--- config.mk ---
export PLATFORM = sky130hd
export DESIGN_NAME = mesh_network_interface
export DESIGN_NICKNAME = d
export VERILOG_FILES = /design/src/rtl/mesh_network_interface.sv
export SDC_FILE = /design/constraint.sdc
export NUM_CORES = 1
export LEC_CHECK = 0
export BUFFER_PORTS_ARGS = -buffer_cell sky130_fd_sc_hd__buf_2
export CELL_PAD_IN_SITES_DETAIL_PLACEMENT = 1
export CELL_PAD_IN_SITES_GLOBAL_PLACEMENT = 2
export CORE_UTILIZATION = 46
export CTS_CLUSTER_SIZE = 20
export DETAILED_ROUTE_END_ITERATION = 8
export PLACE_DENSITY = 0.81
export SETUP_SLACK_MARGIN = 0.02
export SYNTH_ARGS = -nofsm -noshare
export SYNTH_HDL_FRONTEND = slang
export SYNTH_SLANG_ARGS = --single-unit
--- constraint.sdc ---
create_clock -name clk -period 4.8 [get_ports clk]
set_input_delay 0.48 -clock clk [delete_from_list [all_inputs] [get_ports clk]]
set_output_delay 0.48 -clock clk [all_outputs]
set_load 0.05 [all_outputs]
--- src/rtl/mesh_network_interface.sv ---
// mesh_network_interface: bridge between a processing element and the local
// port of a mesh router. The TX path turns PE messages into flits with an
// 8-bit destination ID in the top byte. The RX path strips that byte off and
// hands the payload to the PE. Each direction is buffered by a FIFO_DEPTH-entry
// FIFO with valid/ready handshakes on both sides.
// Optional feature macro: MESH_NI_RX_CHECK_EN. When it is defined, incoming
// flits whose header does not match this node are dropped and counted.
`timescale 1ns/1ps
module mesh_network_interface #(
    parameter int unsigned DATA_WIDTH  = 32,
    parameter int unsigned X_COORD     = 0,
    parameter int unsigned Y_COORD     = 0,
    parameter int unsigned MESH_SIZE_X = 4,
    parameter int unsigned MESH_SIZE_Y = 4,
    parameter int unsigned FIFO_DEPTH  = 4
) (
    input  logic                          clk,
    input  logic                          rst_n,
    input  logic [3:0]                    pe_tx_dest_x,
    input  logic [3:0]                    pe_tx_dest_y,
    input  logic [DATA_WIDTH-9:0]         pe_tx_payload,
    input  logic                          pe_tx_valid,
    output logic                          pe_tx_ready,
    output logic [DATA_WIDTH-1:0]         noc_out_data,
    output logic                          noc_out_valid,
    input  logic                          noc_out_ready,
    input  logic [DATA_WIDTH-1:0]         noc_in_data,
    input  logic                          noc_in_valid,
    output logic                          noc_in_ready,
    output logic [DATA_WIDTH-9:0]         pe_rx_payload,
    output logic                          pe_rx_valid,
    input  logic                          pe_rx_ready,
    output logic [$clog2(FIFO_DEPTH):0]   tx_level,
    output logic [$clog2(FIFO_DEPTH):0]   rx_level,
    output logic [7:0]                    tx_err_count,
    output logic [7:0]                    rx_drop_count
);

    localparam int unsigned PW     = $clog2(FIFO_DEPTH);
    localparam int unsigned LW     = PW + 1;
    localparam int unsigned PAY_W  = DATA_WIDTH - 8;
    localparam logic [7:0]  OWN_ID = 8'(Y_COORD * MESH_SIZE_X + X_COORD);

    // ---------------- TX path ----------------
    logic [DATA_WIDTH-1:0] tx_mem [FIFO_DEPTH];
    logic [PW-1:0]         tx_wr_ptr;
    logic [PW-1:0]         tx_rd_ptr;
    logic [7:0]            tx_dest_id;
    logic                  tx_bad_dest;
    logic                  tx_accept;
    logic                  tx_push;
    logic                  tx_pop;

    // Destination ID computed at 32-bit precision, then truncated to a byte
    assign tx_dest_id  = 8'(32'(pe_tx_dest_y) * MESH_SIZE_X + 32'(pe_tx_dest_x));
    assign tx_bad_dest = (32'(pe_tx_dest_x) >= MESH_SIZE_X) ||
                         (32'(pe_tx_dest_y) >= MESH_SIZE_Y);

    assign pe_tx_ready   = (tx_level != LW'(FIFO_DEPTH));
    assign noc_out_valid = (tx_level != '0);
    assign noc_out_data  = tx_mem[tx_rd_ptr];

    assign tx_accept = pe_tx_valid && pe_tx_ready;
    assign tx_push   = tx_accept && !tx_bad_dest;
    assign tx_pop    = noc_out_valid && noc_out_ready;

    // TX FIFO pointers and occupancy
    always_ff @(posedge clk) begin
        if (!rst_n) begin
            tx_wr_ptr <= '0;
            tx_rd_ptr <= '0;
            tx_level  <= '0;
        end else begin
            if (tx_push) tx_wr_ptr <= tx_wr_ptr + PW'(1);
            if (tx_pop)  tx_rd_ptr <= tx_rd_ptr + PW'(1);
            if (tx_push && !tx_pop)      tx_level <= tx_level + LW'(1);
            else if (!tx_push && tx_pop) tx_level <= tx_level - LW'(1);
        end
    end

    // TX FIFO storage; a full FIFO never pushes, so the write slot is always free
    always_ff @(posedge clk) begin
        if (rst_n && tx_push) tx_mem[tx_wr_ptr] <= {tx_dest_id, pe_tx_payload};
    end

    // Saturating count of accepted messages with an out-of-mesh destination
    always_ff @(posedge clk) begin
        if (!rst_n) begin
            tx_err_count <= '0;
        end else if (tx_accept && tx_bad_dest && (tx_err_count != 8'hFF)) begin
            tx_err_count <= tx_err_count + 8'd1;
        end
    end

    // ---------------- RX path ----------------
    logic [PAY_W-1:0] rx_mem [FIFO_DEPTH];
    logic [PW-1:0]    rx_wr_ptr;
    logic [PW-1:0]    rx_rd_ptr;
    logic             rx_accept;
    logic             rx_push;
    logic             rx_pop;

    assign noc_in_ready  = (rx_level != LW'(FIFO_DEPTH));
    assign pe_rx_valid   = (rx_level != '0);
    assign pe_rx_payload = rx_mem[rx_rd_ptr];

    assign rx_accept = noc_in_valid && noc_in_ready;
    assign rx_pop    = pe_rx_valid && pe_rx_ready;

`ifdef MESH_NI_RX_CHECK_EN
    logic rx_hdr_ok;

    assign rx_hdr_ok = (noc_in_data[DATA_WIDTH-1 -: 8] == OWN_ID);
    assign rx_push   = rx_accept && rx_hdr_ok;

    // Saturating count of consumed flits addressed to another node
    always_ff @(posedge clk) begin
        if (!rst_n) begin
            rx_drop_count <= '0;
        end else if (rx_accept && !rx_hdr_ok && (rx_drop_count != 8'hFF)) begin
            rx_drop_count <= rx_drop_count + 8'd1;
        end
    end
`else
    logic unused_rx_hdr;

    assign rx_push       = rx_accept;
    assign rx_drop_count = 8'd0;
    // Header byte and node ID are only meaningful when header checking is built in
    assign unused_rx_hdr = ^{noc_in_data[DATA_WIDTH-1 -: 8], OWN_ID};
`endif

    // RX FIFO pointers and occupancy
    always_ff @(posedge clk) begin
        if (!rst_n) begin
            rx_wr_ptr <= '0;
            rx_rd_ptr <= '0;
            rx_level  <= '0;
        end else begin
            if (rx_push) rx_wr_ptr <= rx_wr_ptr + PW'(1);
            if (rx_pop)  rx_rd_ptr <= rx_rd_ptr + PW'(1);
            if (rx_push && !rx_pop)      rx_level <= rx_level + LW'(1);
            else if (!rx_push && rx_pop) rx_level <= rx_level - LW'(1);
        end
    end

    // RX FIFO storage holds only the payload; the header is dropped on entry
    always_ff @(posedge clk) begin
        if (rst_n && rx_push) rx_mem[rx_wr_ptr] <= noc_in_data[PAY_W-1:0];
    end

endmodule

==> flow_summary.json <==
{
  "grt-ovfl-total": 0,
  "cts.sinks": 246,
  "hold_path.class": "input port to flop",
  "worstSetupStartpointType": "flop",
  "synth_area_leaders": "edfxtp_1, mux4_2, dfxtp_1",
  "grt_max_degree": 32,
  "synth.avg_cell_area_um2": 20.87,
  "wl_um": 17700,
  "tightest_slew_ns": 1.059,
  "viasPerCell": 5.232,
  "row_count": 51,
  "cts_buffer_depth": 3,
  "drtIter0Drc": 162,
  "yosys.area.top_type": "edfxtp_1",
  "drv_slew": 0,
  "netlist_area_um2": 9392,
  "core_um2": 19720,
  "ant_nets": 0,
  "layout_setup_ws_ns": 2.043,
  "setup_violations": 0,
  "timing.final.crit_share_pct": 57.44,
  "place_ws_ns": 1.835,
  "tns_ns": 0,
  "finalPower_uw": 5769,
  "rr_endpoint": "rx_mem[1][5]",
  "cts_tree": "built",
  "fp.dieW_um": 144.9,
  "hold_violations": 0,
  "syn_to_final_growth_pct": 17.83,
  "dr.pass1.iters": 6,
  "ys_types": 40,
  "port_buffers": 134,
  "clock.fmax_mhz": 362.7,
  "rsz0062_at_grt": "no",
  "clock_skew_ns": 0.01440,
  "end_kind": "output pin",
  "gp_congestion": 0.7526,
  "leakage_uw": 0.003859,
  "cts_made_buffers": 25,
  "design_area_um2": 11070,
  "ir_drop_uv": 311.9,
  "cts.clk_slew.worst_paths_ns": 0.06,
  "relSlewSlack_pct": 29.43,
  "status": "complete, no violations",
  "io_pins": 152,
  "synth-seq-cells": 246,
  "r2r_cells": 4,
  "grt_usage_pct": 17.45,
  "place_inst": 839,
  "htreeDepth": 1,
  "required_ns": 4.32,
  "cts_resized": 0,
  "synth-seq-area-share_pct": 75.89,
  "drcViolationCount": 0,
  "synth_edf_count": 220,
  "drive_gt1_share_pct": 38.74,
  "yosysTopAreaCellShare_pct": 70.34,
  "rr_startpoint": "rx_level[0]",
  "die_h_um": 144.9,
  "wire_per_inst_um": 20.05,
  "clockRootBuffer": "clkbuf_16",
  "grt_pass1_wl_um": 27260,
  "grt_pass1_vias": 5028,
  "fillers": 1794,
  "antenna_found_initial": 3,
  "yosysWarnings": 0,
  "insertion_delay_ns": 0.51,
  "die_area_um2": 20990,
  "synthArstFlopShare_pct": 0,
  "arrival_ns": 2.28,
  "crit_type": "flop to output pin",
  "worstHoldStart": "noc_in_data[3]",
  "synthFlopType": "edfxtp_1",
  "instances_no_fill": 883,
  "holdPathEnd": "rx_mem[1][3]",
  "synth_cells": 450,
  "postCtsHoldBufs": 0,
  "nNetsFinal": 687,
  "post_dp_cell_area_um2": 10340,
  "post-cts-setup-buffer-count": 0,
  "r2r_setup_slack_ns": 2.18,
  "place_hpwl_um": 11360,
  "period_minus_slack_ns": 2.757,
  "vias": 4620,
  "cap_viol_max_count": 0,
  "hold_path_depth": 1,
  "crit_fanout": 24,
  "power_density_nw_per_um2": 521.3,
  "initial_utilization_pct": 47.63
}
==> state kept, by name, summed over array words and instances (netlist names), named ones only <==
| name | flops |
|---|---|
| rx_level | 3 |
| rx_mem | 96 |
| rx_rd_ptr | 2 |
| rx_wr_ptr | 2 |
| tx_err_count | 8 |
| tx_level | 3 |
| tx_mem | 124 |
| tx_rd_ptr | 2 |
| tx_wr_ptr | 2 |
==> worst max-delay path: stages (launching register included) <==
cell     delay, ns
dfxtp_2       0.90
mux4_2        0.62
buf_2         0.23
==> per-layer routing <==
layer  global-route usage (%)  routed length, µm  vias to the layer above
li1                         -                  -                     2095
met1                    21.87               7419                     2378
met2                    30.69               9072                      119
met3                    3.587                970                       24
met4                    4.931                221                        4
met5                        0                 19                        -
==> synth_stat cells, types with 5 or more instances <==
master and count:
buf_2 6, inv_1 14, xor2_1 8, nand2_1 10, a21oi_1 5, nand3_1 5
or3_1 5, mux4_2 55, edfxtp_1 220, ha_1 13, nor2_1 16, dfxtp_1 26
clkbuf_1 8, buf_4 9, mux2i_1 7
==> cell type report <==
cell class | instances | area [µm²] | area share (%)
Antenna cell | 1 | 2.502 | 0.02261
Inverter | 14 | 52.55 | 0.4749
Timing Repair Buffer | 141 | 723.2 | 6.536
Clock inverter | 14 | 86.33 | 0.7802
Tap cell | 265 | 331.6 | 2.996
Multi-Input combinational cell | 173 | 2100 | 18.97
Sequential cell | 246 | 7129 | 64.43
Clock buffer | 29 | 640.6 | 5.789
==> cells by family (layout without fill, tap and decap cells) <==
| kind of cell | after synthesis | count (layout) | share of synthesized area (%) |
|---|---|---|---|
| AOI/OAI and AO/OA | 17 | 17 | 1.199 |
| xor gates and xnor gates | 12 | 12 | 1.119 |
| adders and majority gates | 16 | 16 | 2.372 |
| buffers and inverters | 39 | 198 | 2.078 |
| DFF | 246 | 246 | 75.89 |
| muxes | 62 | 62 | 13.94 |
| other | 1 | 10 | 0.03993 |
| and+or+nand+nor | 57 | 57 | 3.371 |
==> through the flow <==
stage               util, %  hold slack, ns
finish                56.12          0.1852
global route          56.12          0.1714
floorplan                 -          0.4847
detailed placement    52.42          0.4686
global placement      52.42          0.4692
CTS                   56.11          0.1616
==> cells in the final DEF (no fill, tap or decap), types with 8 or more instances in the layout <==
cell type    n
mux4_2      55
edfxtp_1   220
ha_1        13
inv_1       14
nand2_1     10
clkbuf_16   25
conb_1       9
xor2_1       8
buf_2      134
dfxtp_1     24
nor2_1      16
==> worst max-delay path by stage <==
stage                              to             from  cells after the start
floorplan                 tx_level[2]      tx_level[0]                      8
global placement          tx_level[2]  pe_tx_dest_x[3]                      9
detailed placement        tx_level[2]  pe_tx_dest_x[3]                      9
CTS                 pe_rx_payload[12]             flop                      2
global route             rx_mem[1][5]      rx_level[0]                      4
finish              pe_rx_payload[12]             flop                      2
==> power by group <==
group | leakage, µW | internal (µW) | switching (µW) | total (µW)
sequential | 0.00220 | 2440 | 107 | 2540
clock | 0.000361 | 998 | 740 | 1740
combinational | 0.00130 | 471 | 1020 | 1490
Note: power is estimated with default switching activity, not from simulation.
